$ cat src/rtl/mixed_precision_csr.sv
// Mixed-precision CSR (0x00D): sub-word cycle, vector format and skip size.
// Closes the loop with mixed_precision_controller and flags group completion.
module mixed_precision_csr #(
   parameter int unsigned NBITS_MIXED_CYCLES = 3,
   parameter int unsigned IVEC_FMT_W         = 3,
   parameter int unsigned NBITS_MAX_KER      = 8
) (
   input  logic                          clk,
   input  logic                          rst,
   input  logic                          csr_access_i,
   input  logic [1:0]                    csr_op_i,
   input  logic [11:0]                   csr_addr_i,
   input  logic [31:0]                   csr_wdata_i,
   output logic [31:0]                   csr_rdata_o,
   input  logic                          mpc_we_i,
   input  logic [NBITS_MIXED_CYCLES-1:0] mpc_next_cycle_i,
   output logic [NBITS_MIXED_CYCLES-1:0] current_cycle_o,
   output logic [IVEC_FMT_W-1:0]         ivec_fmt_o,
   output logic [NBITS_MAX_KER-1:0]      skip_size_o,
   output logic                          group_done_o
);

   localparam logic [11:0] CSR_MIXED = 12'h00D;
   localparam int unsigned SW        = NBITS_MIXED_CYCLES + 1;

   typedef enum logic [IVEC_FMT_W-1:0] {
      MIXED_NONE = IVEC_FMT_W'(0),
      MIXED_2x4  = IVEC_FMT_W'(1),
      MIXED_2x8  = IVEC_FMT_W'(2),
      MIXED_2x16 = IVEC_FMT_W'(3),
      MIXED_4x8  = IVEC_FMT_W'(4),
      MIXED_4x16 = IVEC_FMT_W'(5),
      MIXED_8x16 = IVEC_FMT_W'(6)
   } ivec_mode_fmt;

   function automatic logic [SW-1:0] span_of(input logic [IVEC_FMT_W-1:0] f);
      case (f)
         MIXED_2x4, MIXED_4x8, MIXED_8x16: span_of = SW'(2);
         MIXED_2x8, MIXED_4x16:            span_of = SW'(4);
         MIXED_2x16:                       span_of = SW'(8);
         default:                          span_of = SW'(1);
      endcase
   endfunction

   logic [NBITS_MIXED_CYCLES-1:0] cycle_q;
   ivec_mode_fmt                  fmt_q;
   logic [NBITS_MAX_KER-1:0]      skip_q;
   logic                          gd_q;

   logic [31:0]                   img;
   logic [31:0]                   new_img;
   logic                          sw_we;
   logic [IVEC_FMT_W-1:0]         new_fmt;
   logic [NBITS_MIXED_CYCLES-1:0] new_cycle_raw;
   logic [NBITS_MIXED_CYCLES-1:0] new_cycle;
   logic [NBITS_MAX_KER-1:0]      new_skip;
   logic [SW-1:0]                 cur_span;
   logic [NBITS_MIXED_CYCLES-1:0] mpc_cycle;
   logic                          mpc_wrap;

   always_comb begin
      img = '0;
      img[NBITS_MIXED_CYCLES-1:0] = cycle_q;
      img[4 +: IVEC_FMT_W]        = fmt_q;
      img[8 +: NBITS_MAX_KER]     = skip_q;

      csr_rdata_o = (csr_addr_i == CSR_MIXED) ? img : '0;
      sw_we       = csr_access_i && (csr_addr_i == CSR_MIXED) && (csr_op_i != 2'b00);

      case (csr_op_i)
         2'b01:   new_img = csr_wdata_i;
         2'b10:   new_img = img | csr_wdata_i;
         2'b11:   new_img = img & ~csr_wdata_i;
         default: new_img = img;
      endcase

      new_fmt       = new_img[4 +: IVEC_FMT_W];
      new_skip      = new_img[8 +: NBITS_MAX_KER];
      new_cycle_raw = new_img[NBITS_MIXED_CYCLES-1:0];
      // Cycle is clamped against the span of the format being written, not the old one
      new_cycle     = ({1'b0, new_cycle_raw} < span_of(new_fmt)) ? new_cycle_raw : '0;

      cur_span  = span_of(fmt_q);
      mpc_cycle = ({1'b0, mpc_next_cycle_i} < cur_span) ? mpc_next_cycle_i : '0;
      mpc_wrap  = (cur_span != SW'(1)) && (cycle_q != '0) && (mpc_cycle == '0);
   end

   always_ff @(posedge clk) begin
      if (rst) begin
         cycle_q <= '0;
         fmt_q   <= MIXED_NONE;
         skip_q  <= '0;
         gd_q    <= 1'b0;
      end else begin
         gd_q <= 1'b0;
         if (sw_we) begin
            cycle_q <= new_cycle;
            fmt_q   <= ivec_mode_fmt'(new_fmt);
            skip_q  <= new_skip;
         end else if (mpc_we_i) begin
            cycle_q <= mpc_cycle;
            gd_q    <= mpc_wrap;
         end
      end
   end

   assign current_cycle_o = cycle_q;
   assign ivec_fmt_o      = fmt_q;
   assign skip_size_o     = skip_q;
   assign group_done_o    = gd_q;

endmodule

$ cat config.mk
export PLATFORM = sky130hd
export DESIGN_NAME = mixed_precision_csr
export DESIGN_NICKNAME = d
export VERILOG_FILES = /design/src/rtl/mixed_precision_csr.sv
export SDC_FILE = /design/constraint.sdc
export NUM_CORES = 1
export LEC_CHECK = 0
export CORE_UTILIZATION = 37
export CTS_BUF_LIST = sky130_fd_sc_hd__clkbuf_4 sky130_fd_sc_hd__clkbuf_8
export DETAILED_ROUTE_END_ITERATION = 7
export HOLD_SLACK_MARGIN = 0.05
export PLACE_DENSITY = 0.89
export SYNTH_ARGS = -nofsm -noshare
export SYNTH_HDL_FRONTEND = slang
export SYNTH_SLANG_ARGS = --single-unit
$ cat constraint.sdc
create_clock -name clk -period 3.2 [get_ports clk]
set_input_delay 0.32 -clock clk [delete_from_list [all_inputs] [get_ports clk]]
set_output_delay 0.32 -clock clk [all_outputs]
set_load 0.02 [all_outputs]
==> run metrics <==
status completed; Least-Margin Pin Slew 0.6176 ns; number of vias per cell around 5.0; via count 1411; CP Data Required Time about 2.9 ns; htree depth 1; Final Setup Violations 0; Post CTS Setup Buffer Count 0; ys flop type dfxtp_1; share of synthesized flip-flops with an asynchronous set or reset 0%; Max Buffers Root-to-Sink 2; Layout area overhead 51.21%; dpl cells ~280; minimum clock period ~2.8 ns; CTS tree yes; Crit. End Element primary output; Seq/Total Area, Yosys 23.28%; Final GP Congestion 0.7583; Non-Filler Instances 281; total power 0.0004631 W; max_cap viols 0; synthesized area per cell about 7.6 sq um; Mapped Area 1290 sq um; RSZ-0062 raised after global routing false; setup tns final 0 ns; vias in the first global route 1194; post-DP HPWL roughly 2.6 mm; Netlist cell types 42; final worst-path cycle share 87.03%; PD cells about 240 nW/um^2; DRC errors left 0; clk slew on worst S/H paths approximately 0.090 ns; num rows 21; clk sinks 15; Area contributors post-synth dfxtp_1 23%, buf_4 10%, and2_1 7.8%; r2r setup slk between 1 and 1.5 ns; Starting Density 38.66%; Peak VDD IR 0.0001141 V; Hold Slack 0.4840 ns; CP Launch Type input port; DRT Pass-1 Iters 4; fillers between 300 and 400; # nets final between 200 and 300; Post-CTS Hold Fix Bufs 0; Worst Hold Launch skip_size_o[7]$_SDFFE_PP0P_; io pins 100; overflow left after global routing 0; layout cells sized above 1 ~7.7%; clock root buffer clkbuf_4; critical path arrival 2.46 ns; ANT nets after route 0; Port Buffer Count 63; Mapped Cells ~170; worst-path fanout max 15; Synth top area share 23.28%; worst reg2reg path endpoint group_done_o$_SDFF_PP0_; worst min path class reg2reg; Worst Hold Endpoint skip_size_o[7]$_SDFFE_PP0P_; hold-critical path depth 2; headroom to the max-slew limit 58.83%; f_max roughly 360 MHz; Core Area 3337 sq um; Yosys reg bits 15; GRT Util Overall 17.46%; initial antenna violation count 0; Die Y 61.05 um; largest area contributor in the netlist dfxtp_1; pin count of the biggest net entering global routing 18; commonest cells after routing, fill and taps aside 63 x clkdlybuf4s50_1, 18 x conb_1, 17 x nor2_1, 16 x and2_1, 15 x dfxtp_1; routed wire length 3.314 mm; clk_lat worst skew 0.29 ns; max-slew violations 0; Die Width 61.05 um; clk_skew 0.004302 ns; R2R Path Start ivec_fmt_o[0]$_SDFFE_PP0P_; leading cell type in the layout, fill and taps excluded clkdlybuf4s50_1; routed len/inst 11.79 um; Hold Fails Final Rpt 0; post-CTS sizing 0; Setup CP Type in2out; full die area 3726 sq um; Iteration-0 DRC Markers 28; Post-synth EDFFs 0; diodes inserted 0; Yosys warnings 0; Pleak 0.7688 nW; global-route wire length before repair 4.926 mm; CTS buffer count 3; R2R cell count 8
==> power by group <==
group / switching [W] / internal (W)
registers: 0.00000344 / 0.000189
clock network: 0.0000610 / 0.0000569
logic: 0.0000768 / 0.0000761
==> synthesized netlist by cell type, drive strengths merged, types with 3 or more instances <==
cell type / n
a21oi: 11
a22oi: 3
a31o: 3
and2: 16
and3: 3
buf: 20
clkbuf: 4
dfxtp: 15
ha: 4
inv: 6
mux2i: 3
nand2: 14
nor2: 17
o2111ai: 4
o21a: 3
o21ai: 15
xnor2: 4
==> kinds of logic (layout without fill, tap and decap cells) <==
family	Yosys count	in the layout	share of synthesized area, %
simple gates	60	60	23.96
compound gates	50	50	27.93
buf+inv	31	80	14.94
flops	15	15	23.28
xor+xnor	5	5	3.395
fa+ha+maj	4	4	3.880
mux	3	3	2.328
other cells	1	18	0.2907
==> state kept, by name (all words and copies together), names as in the netlist <==
register         count
skip_size_o          8
current_cycle_o      3
ivec_fmt_o           3
group_done_o         1
==> layer usage <==
layer	global-route usage, %	part of all wire, %
met1	20.23	44
met2	32.61	47
met3	2.311	7.6
met4	6.169	1.2
met5	0	0
==> through the flow <==
stage,worst slack (ns),instance area [sq um],utilization [%]
3_5_place_dp,0.3768,1921,57.56
2_1_floorplan,0.9955,1354,-
4_1_cts,0.3708,1951,58.46
3_3_place_gp,0.3722,1921,57.56
5_1_grt,0.3059,1951,58.46
6_report,0.4151,1951,58.46
==> area by class of cell <==
| class | count | area (sq um) | share of cell area, % |
|---|---|---|---|
| flip-flops and latches | 15 | 300.3 | 15.39 |
| clock buffers | 4 | 30.03 | 1.539 |
| inverters | 7 | 26.28 | 1.347 |
| repair buffers | 69 | 675.6 | 34.64 |
| well taps | 46 | 57.56 | 2.951 |
| multi-input cells | 140 | 860.8 | 44.13 |
==> worst max-delay path, cell delays in order <==
cell             delay, ns
clkdlybuf4s50_1       0.40
nor4b_1               0.44
and3_1                0.49
and2_1                0.20
clkdlybuf4s50_1       0.61
==> how the worst max path moves through the flow <==
stage	startpoint	end	slack [ns]	cells past startpoint
floorplan	ivec_fmt_o[0]$_SDFFE_PP0P_	current_cycle_o[0]$_SDFFE_PP0P_	1.0	9
global placement	csr_op_i[1]	current_cycle_o[1]$_SDFFE_PP0P_	0.37	10
detailed placement	csr_op_i[1]	current_cycle_o[0]$_SDFFE_PP0P_	0.38	10
CTS	csr_addr_i[5]	csr_rdata_o[5]	0.37	5
global route	csr_addr_i[2]	csr_rdata_o[8]	0.31	5
finish	csr_addr_i[5]	csr_rdata_o[5]	0.42	5
Power figures use the tool's default switching activity.
